<file path="src/rtl/addsub_pkg.sv">
// -----------------------------------------------------------------------------
// addsub_pkg
// Shared definitions for the bit-serial add/subtract slice. It holds the
// controller state encoding and the mode values that drive addsub_halffull.
// -----------------------------------------------------------------------------
package addsub_pkg;

    typedef enum logic [1:0] {
        S_IDLE = 2'd0,
        S_RUN  = 2'd1,
        S_DONE = 2'd2
    } state_t;

    localparam logic MODE_ADD  = 1'b0;
    localparam logic MODE_SUB  = 1'b1;
    localparam logic MODE_HALF = 1'b0;
    localparam logic MODE_FULL = 1'b1;

endpackage

</file>
<file path="src/rtl/addsub_halffull.sv">
// -----------------------------------------------------------------------------
// addsub_halffull
// Combinational 1-bit adder/subtractor cell. It runs in half or full mode.
//   signal_a, signal_b : operand bits
//   carryborrow_in     : incoming carry (add) or borrow (sub); ignored in half mode
//   mode_addsub        : MODE_ADD / MODE_SUB
//   mode_halffull      : MODE_HALF / MODE_FULL
//   sumdiff            : sum or difference bit
//   carryborrow_out    : outgoing carry (add) or borrow (sub)
// -----------------------------------------------------------------------------
module addsub_halffull
    import addsub_pkg::*;
(
    input  logic signal_a,
    input  logic signal_b,
    input  logic carryborrow_in,
    input  logic mode_addsub,
    input  logic mode_halffull,
    output logic sumdiff,
    output logic carryborrow_out
);

    logic cin_eff;
    logic axb;

    always_comb begin
        cin_eff = (mode_halffull == MODE_HALF) ? 1'b0 : carryborrow_in;
        axb     = signal_a ^ signal_b;
        sumdiff = axb ^ cin_eff;
        if (mode_addsub == MODE_SUB) begin
            // Borrow when b exceeds a, or when they are equal and a borrow is pending.
            carryborrow_out = (~signal_a & signal_b) | (~axb & cin_eff);
        end else begin
            carryborrow_out = (signal_a & signal_b) | (axb & cin_eff);
        end
    end

endmodule

</file>
<file path="src/rtl/serial_addsub_ctrl.sv">
// -----------------------------------------------------------------------------
// serial_addsub_ctrl
// Bit-serial WIDTH-bit add/subtract sequencer built around addsub_halffull.
// It latches the operands on start, then processes one bit per clock, LSB
// first. It reports a held result and flags, with a one-cycle done pulse.
//   clk, rst        : clock, asynchronous active-high reset
//   start           : request, sampled in IDLE or DONE only
//   op_sub          : 0 = a + b, 1 = a - b (latched with start)
//   a, b            : WIDTH-bit operands (latched with start)
//   busy            : high while bits are being processed
//   done            : one-cycle pulse when result/flags update
//   result          : last completed sum/difference (held)
//   carryborrow_out : final carry/borrow (held)
//   overflow        : signed two's-complement overflow (held)
// -----------------------------------------------------------------------------
module serial_addsub_ctrl
    import addsub_pkg::*;
#(
    parameter int WIDTH = 8
) (
    input  logic             clk,
    input  logic             rst,
    input  logic             start,
    input  logic             op_sub,
    input  logic [WIDTH-1:0] a,
    input  logic [WIDTH-1:0] b,
    output logic             busy,
    output logic             done,
    output logic [WIDTH-1:0] result,
    output logic             carryborrow_out,
    output logic             overflow
);

    localparam int CNT_W = (WIDTH > 1) ? $clog2(WIDTH) : 1;
    localparam logic [CNT_W-1:0] LAST_BIT = CNT_W'(WIDTH - 1);

    state_t           state_q, state_d;
    logic [CNT_W-1:0] cnt_q;
    logic [WIDTH-1:0] a_sr_q, b_sr_q, res_sr_q, res_sr_d;
    logic             op_q, cb_q;
    logic [WIDTH-1:0] result_q;
    logic             cbo_q, ovf_q;

    logic load, step, finish;
    logic cell_sd, cell_cbo;
    logic ovf_d;

    addsub_halffull u_cell (
        .signal_a        (a_sr_q[0]),
        .signal_b        (b_sr_q[0]),
        .carryborrow_in  (cb_q),
        .mode_addsub     (op_q),
        .mode_halffull   (MODE_FULL),
        .sumdiff         (cell_sd),
        .carryborrow_out (cell_cbo)
    );

    // The new bit enters at the MSB; after WIDTH shifts the LSB is bit 0.
    assign res_sr_d = WIDTH'({cell_sd, res_sr_q} >> 1);

    // On the last bit the operand registers have shifted WIDTH-1 times, so
    // their LSBs are the original operand MSBs. The cell output is the result MSB.
    assign ovf_d = ((a_sr_q[0] ^ b_sr_q[0]) == op_q) && (cell_sd != a_sr_q[0]);

    always_comb begin
        state_d = state_q;
        load    = 1'b0;
        step    = 1'b0;
        finish  = 1'b0;
        case (state_q)
            S_IDLE: begin
                if (start) begin
                    state_d = S_RUN;
                    load    = 1'b1;
                end
            end
            S_RUN: begin
                step = 1'b1;
                if (cnt_q == LAST_BIT) begin
                    state_d = S_DONE;
                    finish  = 1'b1;
                end
            end
            S_DONE: begin
                if (start) begin
                    state_d = S_RUN;
                    load    = 1'b1;
                end else begin
                    state_d = S_IDLE;
                end
            end
            default: state_d = S_IDLE;
        endcase
    end

    always_ff @(posedge clk or posedge rst) begin
        if (rst) begin
            state_q <= S_IDLE;
        end else begin
            state_q <= state_d;
        end
    end

    always_ff @(posedge clk or posedge rst) begin
        if (rst) begin
            a_sr_q   <= '0;
            b_sr_q   <= '0;
            res_sr_q <= '0;
            op_q     <= 1'b0;
            cb_q     <= 1'b0;
            cnt_q    <= '0;
        end else if (load) begin
            a_sr_q   <= a;
            b_sr_q   <= b;
            res_sr_q <= '0;
            op_q     <= op_sub;
            cb_q     <= 1'b0;
            cnt_q    <= '0;
        end else if (step) begin
            a_sr_q   <= a_sr_q >> 1;
            b_sr_q   <= b_sr_q >> 1;
            res_sr_q <= res_sr_d;
            cb_q     <= cell_cbo;
            // Hold at the last bit index instead of wrapping.
            if (!finish) begin
                cnt_q <= cnt_q + 1'b1;
            end
        end
    end

    always_ff @(posedge clk or posedge rst) begin
        if (rst) begin
            result_q <= '0;
            cbo_q    <= 1'b0;
            ovf_q    <= 1'b0;
        end else if (finish) begin
            result_q <= res_sr_d;
            cbo_q    <= cell_cbo;
            ovf_q    <= ovf_d;
        end
    end

    assign busy            = (state_q == S_RUN);
    assign done            = (state_q == S_DONE);
    assign result          = result_q;
    assign carryborrow_out = cbo_q;
    assign overflow        = ovf_q;

endmodule

</file>
<file path="config.mk">
export PLATFORM = sky130hd
export DESIGN_NAME = serial_addsub_ctrl
export DESIGN_NICKNAME = d
export VERILOG_FILES = /design/src/rtl/addsub_pkg.sv /design/src/rtl/addsub_halffull.sv /design/src/rtl/serial_addsub_ctrl.sv
export SDC_FILE = /design/constraint.sdc
export NUM_CORES = 1
export LEC_CHECK = 0
export ABC_AREA = 1
export BUFFER_PORTS_ARGS = -buffer_cell sky130_fd_sc_hd__buf_4
export CORE_MARGIN = 10
export CORE_UTILIZATION = 43
export CTS_CLUSTER_DIAMETER = 120
export CTS_CLUSTER_SIZE = 12
export DETAILED_ROUTE_END_ITERATION = 10
export PLACE_DENSITY = 0.66
export SYNTH_ARGS = -nofsm -noshare
export SYNTH_HDL_FRONTEND = slang
export SYNTH_SLANG_ARGS = --single-unit
</file>
<file path="constraint.sdc">
create_clock -name clk -period 3.2 [get_ports clk]
set_input_delay 0.64 -clock clk [delete_from_list [all_inputs] [get_ports clk]]
set_output_delay 0.64 -clock clk [all_outputs]
set_load 0.05 [all_outputs]
</file>
# Word level (Yosys, flattened, before mapping)
# Cells that the tools add are included.
[op_classes] n_addsub=1 eq_ne=8 n_mux=21 bitwise_logic=10 reduce_logical=6
[op_table] op="2-to-1 mux 8 bit" count=6
[op_table] op="2-to-1 mux 1 bit" count=9
[op_table] op="2-to-1 mux 3 bit" count=3
[op_table] op="case mux 2 bit (3 select lines)" count=1
[op_table] op="bitwise AND 1 bit" count=4
[op_table] op="2-to-1 mux 2 bit" count=2
[op_table] op="inequality test 2 bit, second input constant" count=2
[op_table] op="AND reduction 2 bit" count=2
[op_table] op="adder 3 x 1 -> 3 bit, second input constant" count=1
[op_table] op="equality test 3 bit, second input constant" count=1
[op_table] op="equality test 2 x 1 -> 1 bit, second input constant" count=1
[op_table] op="equality test 2 bit, second input constant" count=1
[op_table] op="zero test 2 bit" count=1
[op_table] op="inequality test 2 x 1 -> 1 bit, second input constant" count=1
[op_table] op="inverter 1 bit" count=2
[op_table] op="OR 1 bit" count=2
[op_table] op="nonzero test 2 bit" count=1
[op_table] op="OR reduction 2 bit" count=1
[op_table] op="bitwise XOR 1 bit" count=2
[op_table] op="equality test 1 bit" count=1
[op_table] op="logical AND 1 bit" count=1
[op_table] op="inequality test 1 bit" count=1
[word_totals] register_bits=41 out_inout_bits=12 word_cells=56

# Longest topological paths before layout
# Gate-level depths: netlist (run 1).
[depth] ltp_word=7 depth_mapped=7 depth_no_buf=7

# Hierarchy
# A second synthesis (run 1) with hierarchy kept.
[unflattened] cells_unflattened=198 hier_area_um2=1836.8
[modules_own_cells] module="serial_addsub_ctrl" instances=1 cells_per_inst=188 area_per_inst_um2=1766.7 seq_area_each_um2=1001.0
[modules_own_cells] module="addsub_halffull" instances=1 cells_per_inst=10 area_per_inst_um2=70.1 seq_area_each_um2=0.0

# Least setup slack after synthesis (run 1)
# Ideal clock, no wire load.
[synth_path] kind="register -> output" start="register state_q[1]" end="output port done" t_arrival_ns=1.086 t_required_ns=2.560 slack_ns=1.474 stages_incl_launch_ff=3 path_cell_list="dfrtp_1 inv_1 nor2_1"
[synth_via] elab_chain_len=1
[synth_lines] item="start: declaration" line="serial_addsub_ctrl.sv:37" source="state_t state_q, state_d;"
[synth_lines] item="start signal: assignment" line="serial_addsub_ctrl.sv:100" source="state_q <= state_d;"
[synth_lines] item="equality test 2 bit" line="serial_addsub_ctrl.sv:144" source="assign done = (state_q == S_DONE);"
[synth_lines] item="end: declaration" line="serial_addsub_ctrl.sv:28" source="output logic done,"
# No other way between the ends.

# Worst setup path after layout (run 1)
[layout_path] start="register state_q[0]" end="output port busy"
[layout_via] elab_chain_len=1
[layout_lines] item="equality test 2 x 1 -> 1 bit" line="serial_addsub_ctrl.sv:143" source="assign busy = (state_q == S_RUN);"
[layout_lines] item="end: declaration" line="serial_addsub_ctrl.sv:27" source="output logic busy,"
# No other way between the ends.

==> results by group, run 1 <==
CTS
  – CTS Buf Count: 5
  – Clock Pin Slew Worst Setup and Hold Paths: 0.07 ns
  – Clk root buf: clkbuf_8
  – Post-CTS Resized: 0
  – Hold-fix buffers at CTS: 0
  – CTS Sinks: 40
  – Max Buffers Root-to-Sink: 2
  – TritonCTS clock tree: built
  – Worst-Skew Late Latency: 0.30 ns
  – Post-CTS Repair Setup Buffers: 0
  – H-tree Lvls: 2

Yosys
  – Yosys top cell by area: dfrtp_1
  – Synth top area cells: dfrtp_1, nand2_1, inv_1
  – Syn Nets: 247
  – Post-Synthesis Mean Instance Area: 8.39 sq um
  – Ys Warns: 0
  – Cell count after synthesis: 222
  – Register area share after synthesis: 53.7%
  – Yosys reg bits: 40
  – Cell Area, Synth: 0.00186 sq mm
  – Unique masters post-synth: 17
  – Yosys top cell area share: 53.7%

STA
  – Clock Skews: 0.00764 ns
  – Setup TNS: 0 ns
  – Min cycle time layout: 2.10 ns
  – Achievable clock frequency: 477 MHz
  – Post-route clock period utilization: 65.5%
  – Final slew viol count: 0
  – Final setup fails: 0
  – Max transition margin: 55.3%
  – Least-Margin Pin Slew: 0.670 ns
  – RSZ-0062 raised after global routing: no
  – Fin. Hold Viols: 0

Routing
  – DR iter-0 viols: 93
  – Wirelength, routed: 3.41 mm
  – Vias/cell: 4.49
  – Post-DR wirelength/cell: 11.1 um
  – # DRC: 0
  – Pre-antenna DRT Iters: 4
  – Final ANT Viol Nets: 0
  – Vias: 1377

Floorplanning
  – Die Span Y: 85.8 um
  – Site row count: 23
  – Initial core utilization: 45.6%
  – Core area: 0.00409 sq mm
  – DIE WIDTH: 85.8 um
  – Number of primary I/O pins: 32
  – Die footprint: 0.00737 sq mm

Power
  – Lkg Pwr: 0.00127 uW
  – PD cells: 1080 mW/mm^2
  – PnR Total Power: 2430 uW
  – Maximum VDD drop: 0.382 mV

GRT
  – Overall routing resource usage: 9.98%
  – Initial antenna violation count: 0
  – First-pass GRT wire length: 6.02 mm
  – Vias in the first global route: 1390
  – Total grt overflow: 0
  – Largest net degree at the start of global routing: 41

Final layout
  – Area delta synth->final: 21.1%
  – Layout Cells excl Fill: 307
  – Final net count: 282
  – Share of post-route cells with drive strength above 1: 21.4%
  – Ant diodes: 0
  – Footprint of the multi-input gates: 692 sq um
  – Sequential cell area: 0.00100 sq mm
  – Layout fillers: 399
  – Most frequent cells in the layout: nand2_1, dfrtp_1, inv_1, buf_4, o21ai_2
  – Most common cell after layout, fill and taps aside: nand2_1

Outcome
  – Status: complete, no violations

Worst setup path
  – Worst R2R End: result[6]
  – CP required: 2.56 ns
  – CP startpoint kind: flip-flop
  – CP Class: reg -> out
  – Reg2Reg Depth: 5
  – RR Startpoint: state_q[0]
  – Worst path arrival time: 1.46 ns
  – Reg2Reg Setup Slack: 1.76 ns
  – Worst Path Max Fanout: 18
  – Setup crit end kind: primary output

Job
  – Max cap viols: 0

Place
  – GP Congestion: 0.682
  – Port Buf Inserts: 31
  – DP HPWL: 2.35 mm
  – Placed Cells: 300

Min path
  – Worst min path class: in -> async
report_power, final:
| group | internal, uW | total (uW) | switching (uW) |
|---|---|---|---|
| Combinational | 359 | 1110 | 752 |
| Clock | 307 | 478 | 171 |
| Sequential | 731 | 843 | 113 |
| Total | 1400 | 2430 | 1040 |
worst max-delay path by stage:
stage	startpoint	endpoint	slack, ns	depth (start not counted)
2_1_floorplan	state_q[1]	done	1.47	2
3_5_place_dp	state_q[0]	busy	1.42	3
6_report	state_q[0]	busy	1.10	3
5_1_grt	state_q[0]	busy	1.0	3
4_1_cts	state_q[0]	busy	1.08	3
3_3_place_gp	state_q[0]	busy	1.44	3
cell type report:
type / instances / area share, %
Inverter: 35 / 5.82
Clock inverter: 2 / 2.66
Tap cell: 50 / 2.77
Sequential cell: 40 / 44.4
Clock buffer: 5 / 3.05
Multi-Input combinational cell: 143 / 30.7
Timing Repair Buffer: 32 / 10.6
routing by layer:
layer / track usage (%) / routed length, um
met5: 0 / 0
met2: 15.3 / 1490
met4: 4.04 / 44
met3: 5.39 / 276
met1: 11.3 / 1600
registers in the layout (all words and copies together) (netlist names):
name             count
a_sr_q               8
b_sr_q               8
result               8
res_sr_q             7
cnt_q                3
state_q              2
carryborrow_out      1
cb_q                 1
op_q                 1
overflow             1
synth_stat cells:
| library cell | number |
|---|---|
| buf_2 | 1 |
| ha_1 | 3 |
| o22ai_1 | 7 |
| inv_2 | 2 |
| nor2_2 | 1 |
| fa_1 | 2 |
| o21ai_2 | 8 |
| nor2_1 | 3 |
| nor2_4 | 1 |
| nand2_2 | 2 |
| buf_6 | 3 |
| nand2_4 | 2 |
| nand3_1 | 5 |
| dfrtp_1 | 40 |
| nand2_1 | 107 |
| inv_1 | 33 |
| o21ai_0 | 2 |
cells by family (layout without fill, tap and decap cells):
kind of cell | after synthesis | after routing | share of synthesized area (%)
buf+inv | 39 | 74 | 9.13
fa+ha+maj | 5 | 5 | 4.16
simple gates | 121 | 121 | 26.3
flops | 40 | 40 | 53.7
compound gates | 17 | 17 | 6.65
per-stage QoR:
stage                     cell area [sq um]  setup slack [ns]  hold slack (ns)  utilization (%)
after floorplan                        1860              1.47            0.442                -
after global placement                 2130              1.44            0.455             52.1
after detailed placement               2130              1.42            0.459             52.1
after CTS                              2260              1.08            0.478             55.2
after global routing                   2260             0.999            0.500             55.2
final                                  2260              1.10            0.470             55.2
worst max-delay path, cell delays in order, from the launching register on:
cell and delay [ns]:
dfrtp_1 0.42, inv_2 0.08, nor2_4 0.37, buf_4 0.29
Note: power is estimated with default switching activity, not from simulation.
==> run 2, diff against run 1 <==
- PLACE_DENSITY: 0.66 -> 0.68
- clock period: 3.2 -> 1.8 ns (I/O delays scaled with it)
==> run 2 against run 1 <==
- sequential power grew 78%
- die area is the same
- critical endpoint unchanged
- cell count grew 0.98%
- largest power group unchanged
- critical path type unchanged
- flip-flop and latch count is the same
- largest cell class unchanged
- design area shrank 1.1%
- routed wire length grew 2.8%
- non-clock buffer count grew 2
==> results by group, run 2 (synthesis results as in run 1) <==
Floorplanning
  – Core area: 0.00409 sq mm (unchanged)
  – Initial core utilization: 45.6% (unchanged)
  – Site row count: 23 (unchanged)
  – Number of primary I/O pins: 32 (unchanged)
  – Die footprint: 0.00737 sq mm (unchanged)
  – DIE WIDTH: 85.8 um (unchanged)
  – Die Span Y: 85.8 um (unchanged)

STA
  – Achievable clock frequency: 645 MHz
  – Least-Margin Pin Slew: 0.503 ns (was 0.670 ns)
  – Clock Skews: 0.00234 ns (was 0.00764 ns)
  – RSZ-0062 raised after global routing: no (unchanged)
  – Min cycle time layout: 1.55 ns
  – Final setup fails: 0 (unchanged)
  – Fin Hold WS: 0.190 ns (was 0.470 ns)
  – Slack of the critical path: 0.249 ns (was 1.10 ns)
  – Max transition margin: 66.5% (was 55.3%)
  – Fin. Hold Viols: 0 (unchanged)
  – Final slew viol count: 0 (unchanged)
  – Setup TNS: 0 ns (unchanged)
  – Post-route clock period utilization: 86.2%

Place
  – Port Buf Inserts: 31 (unchanged)
  – Worst slack at placement: 0.409 ns (was 1.42 ns)
  – Placed Cells: 302 (was 300)
  – GP Congestion: 0.735 (was 0.682)
  – DP HPWL: 2.49 mm (was 2.35 mm)

Job
  – Max cap viols: 0 (unchanged)

Min path
  – Worst min path class: in -> async (unchanged)

Worst setup path
  – Setup crit end kind: primary output (unchanged)
  – CP required: 1.44 ns (was 2.56 ns)
  – Worst Path Max Fanout: 4 (was 18)
  – Worst path arrival time: 1.19 ns (was 1.46 ns)
  – CP startpoint kind: flip-flop (unchanged)
  – CP Class: reg -> out (unchanged)

Power
  – Maximum VDD drop: 0.888 mV (was 0.382 mV)
  – Lkg Pwr: 0.00126 uW (was 0.00127 uW)
  – PD cells: 1840 mW/mm^2 (was 1080 mW/mm^2)

CTS
  – Clock Pin Slew Worst Setup and Hold Paths: 0.07 ns (about the same)
  – Post-CTS Resized: 0 (unchanged)
  – Worst-Skew Late Latency: 0.29 ns (was 0.30 ns)
  – CTS Buf Count: 5 (unchanged)
  – Post-CTS Repair Setup Buffers: 0 (unchanged)
  – Max Buffers Root-to-Sink: 2 (unchanged)
  – H-tree Lvls: 2 (unchanged)
  – Hold-fix buffers at CTS: 0 (unchanged)
  – Clk root buf: clkbuf_8 (unchanged)
  – CTS Sinks: 40 (unchanged)
  – TritonCTS clock tree: built (unchanged)

Final layout
  – Most common cell after layout, fill and taps aside: nand2_1 (unchanged)
  – Layout Cells excl Fill: 310 (was 307)
  – Most frequent cells in the layout: nand2_1, dfrtp_1, buf_4, inv_1, o21ai_2 (was nand2_1, dfrtp_1, inv_1, buf_4, o21ai_2)
  – Share of post-route cells with drive strength above 1: 21.5% (was 21.4%)
  – Ant diodes: 0 (unchanged)
  – Area delta synth->final: 19.8% (was 21.1%)
  – Final net count: 284 (was 282)

Routing
  – Post-DR wirelength/cell: 11.3 um (was 11.1 um)
  – Wirelength, routed: 3.51 mm (was 3.41 mm)
  – Vias: 1378 (was 1377)
  – Pre-antenna DRT Iters: 4 (unchanged)
  – DR iter-0 viols: 56 (was 93)
  – # DRC: 0 (unchanged)
  – Vias/cell: 4.45 (was 4.49)
  – Final ANT Viol Nets: 0 (unchanged)

GRT
  – Largest net degree at the start of global routing: 41 (unchanged)
  – Total grt overflow: 0 (unchanged)
  – Vias in the first global route: 1473 (was 1390)
  – First-pass GRT wire length: 6.39 mm (was 6.02 mm)
  – Overall routing resource usage: 10.5% (was 9.98%)
  – Initial antenna violation count: 0 (unchanged)

Outcome
  – Status: complete, no violations (unchanged)
-- run 2: metrics by stage --
stage	power, uW	cell area (sq um)	utilization (%)
global placement	3510	2140	52.4
detailed placement	3560	2140	52.4
floorplan	3080	1860	-
finish	4120	2230	54.6
CTS	4190	2230	54.6
global route	4520	2230	54.6
-- run 2: worst paths after layout --
kind | endpoint | startpoint | cells past startpoint | slack (ns)
max | busy | state_q[0] | 3 | 0.25
min | result[4] | rst | 3 | 0.19
max reg2reg | overflow | cb_q | 7 | 0.40
min reg2reg | b_sr_q[7] | b_sr_q[7] | 2 | 0.48
max in group asynchronous | carryborrow_out | rst | 3 | 1.26
min in group clk | a_sr_q[7] | a[7] | 3 | 0.27
-- run 2: power by group --
group | internal, uW | leakage (uW) | switching [uW] | total [uW]
logic | 661 | 0.000712 | 1350 | 2020
registers | 1300 | 0.000504 | 200 | 1500
clock network | 312 | 0.0000455 | 288 | 601
-- run 2: cell type report --
| cell class | instances | area, sq um |
|---|---|---|
| well taps | 50 | 62.6 |
| multi-input cells | 143 | 692 |
| inverters | 35 | 131 |
| fillers | 427 | 1850 |
| repair buffers | 34 | 255 |
| flip-flops and latches | 40 | 1000 |
| clock buffers | 8 | 90.1 |
-- run 2: critical path, cell delays in order, from the launching register on --
cell     delay [ns]
dfrtp_1        0.43
inv_2          0.08
nor2_4         0.16
buf_4          0.23
-- run 2: metal layers --
layer  GRT usage [%]  wire, um
met2            16.5      1530
met4            4.04        55
met5               0         0
met3            4.26       201
met1            12.4      1720
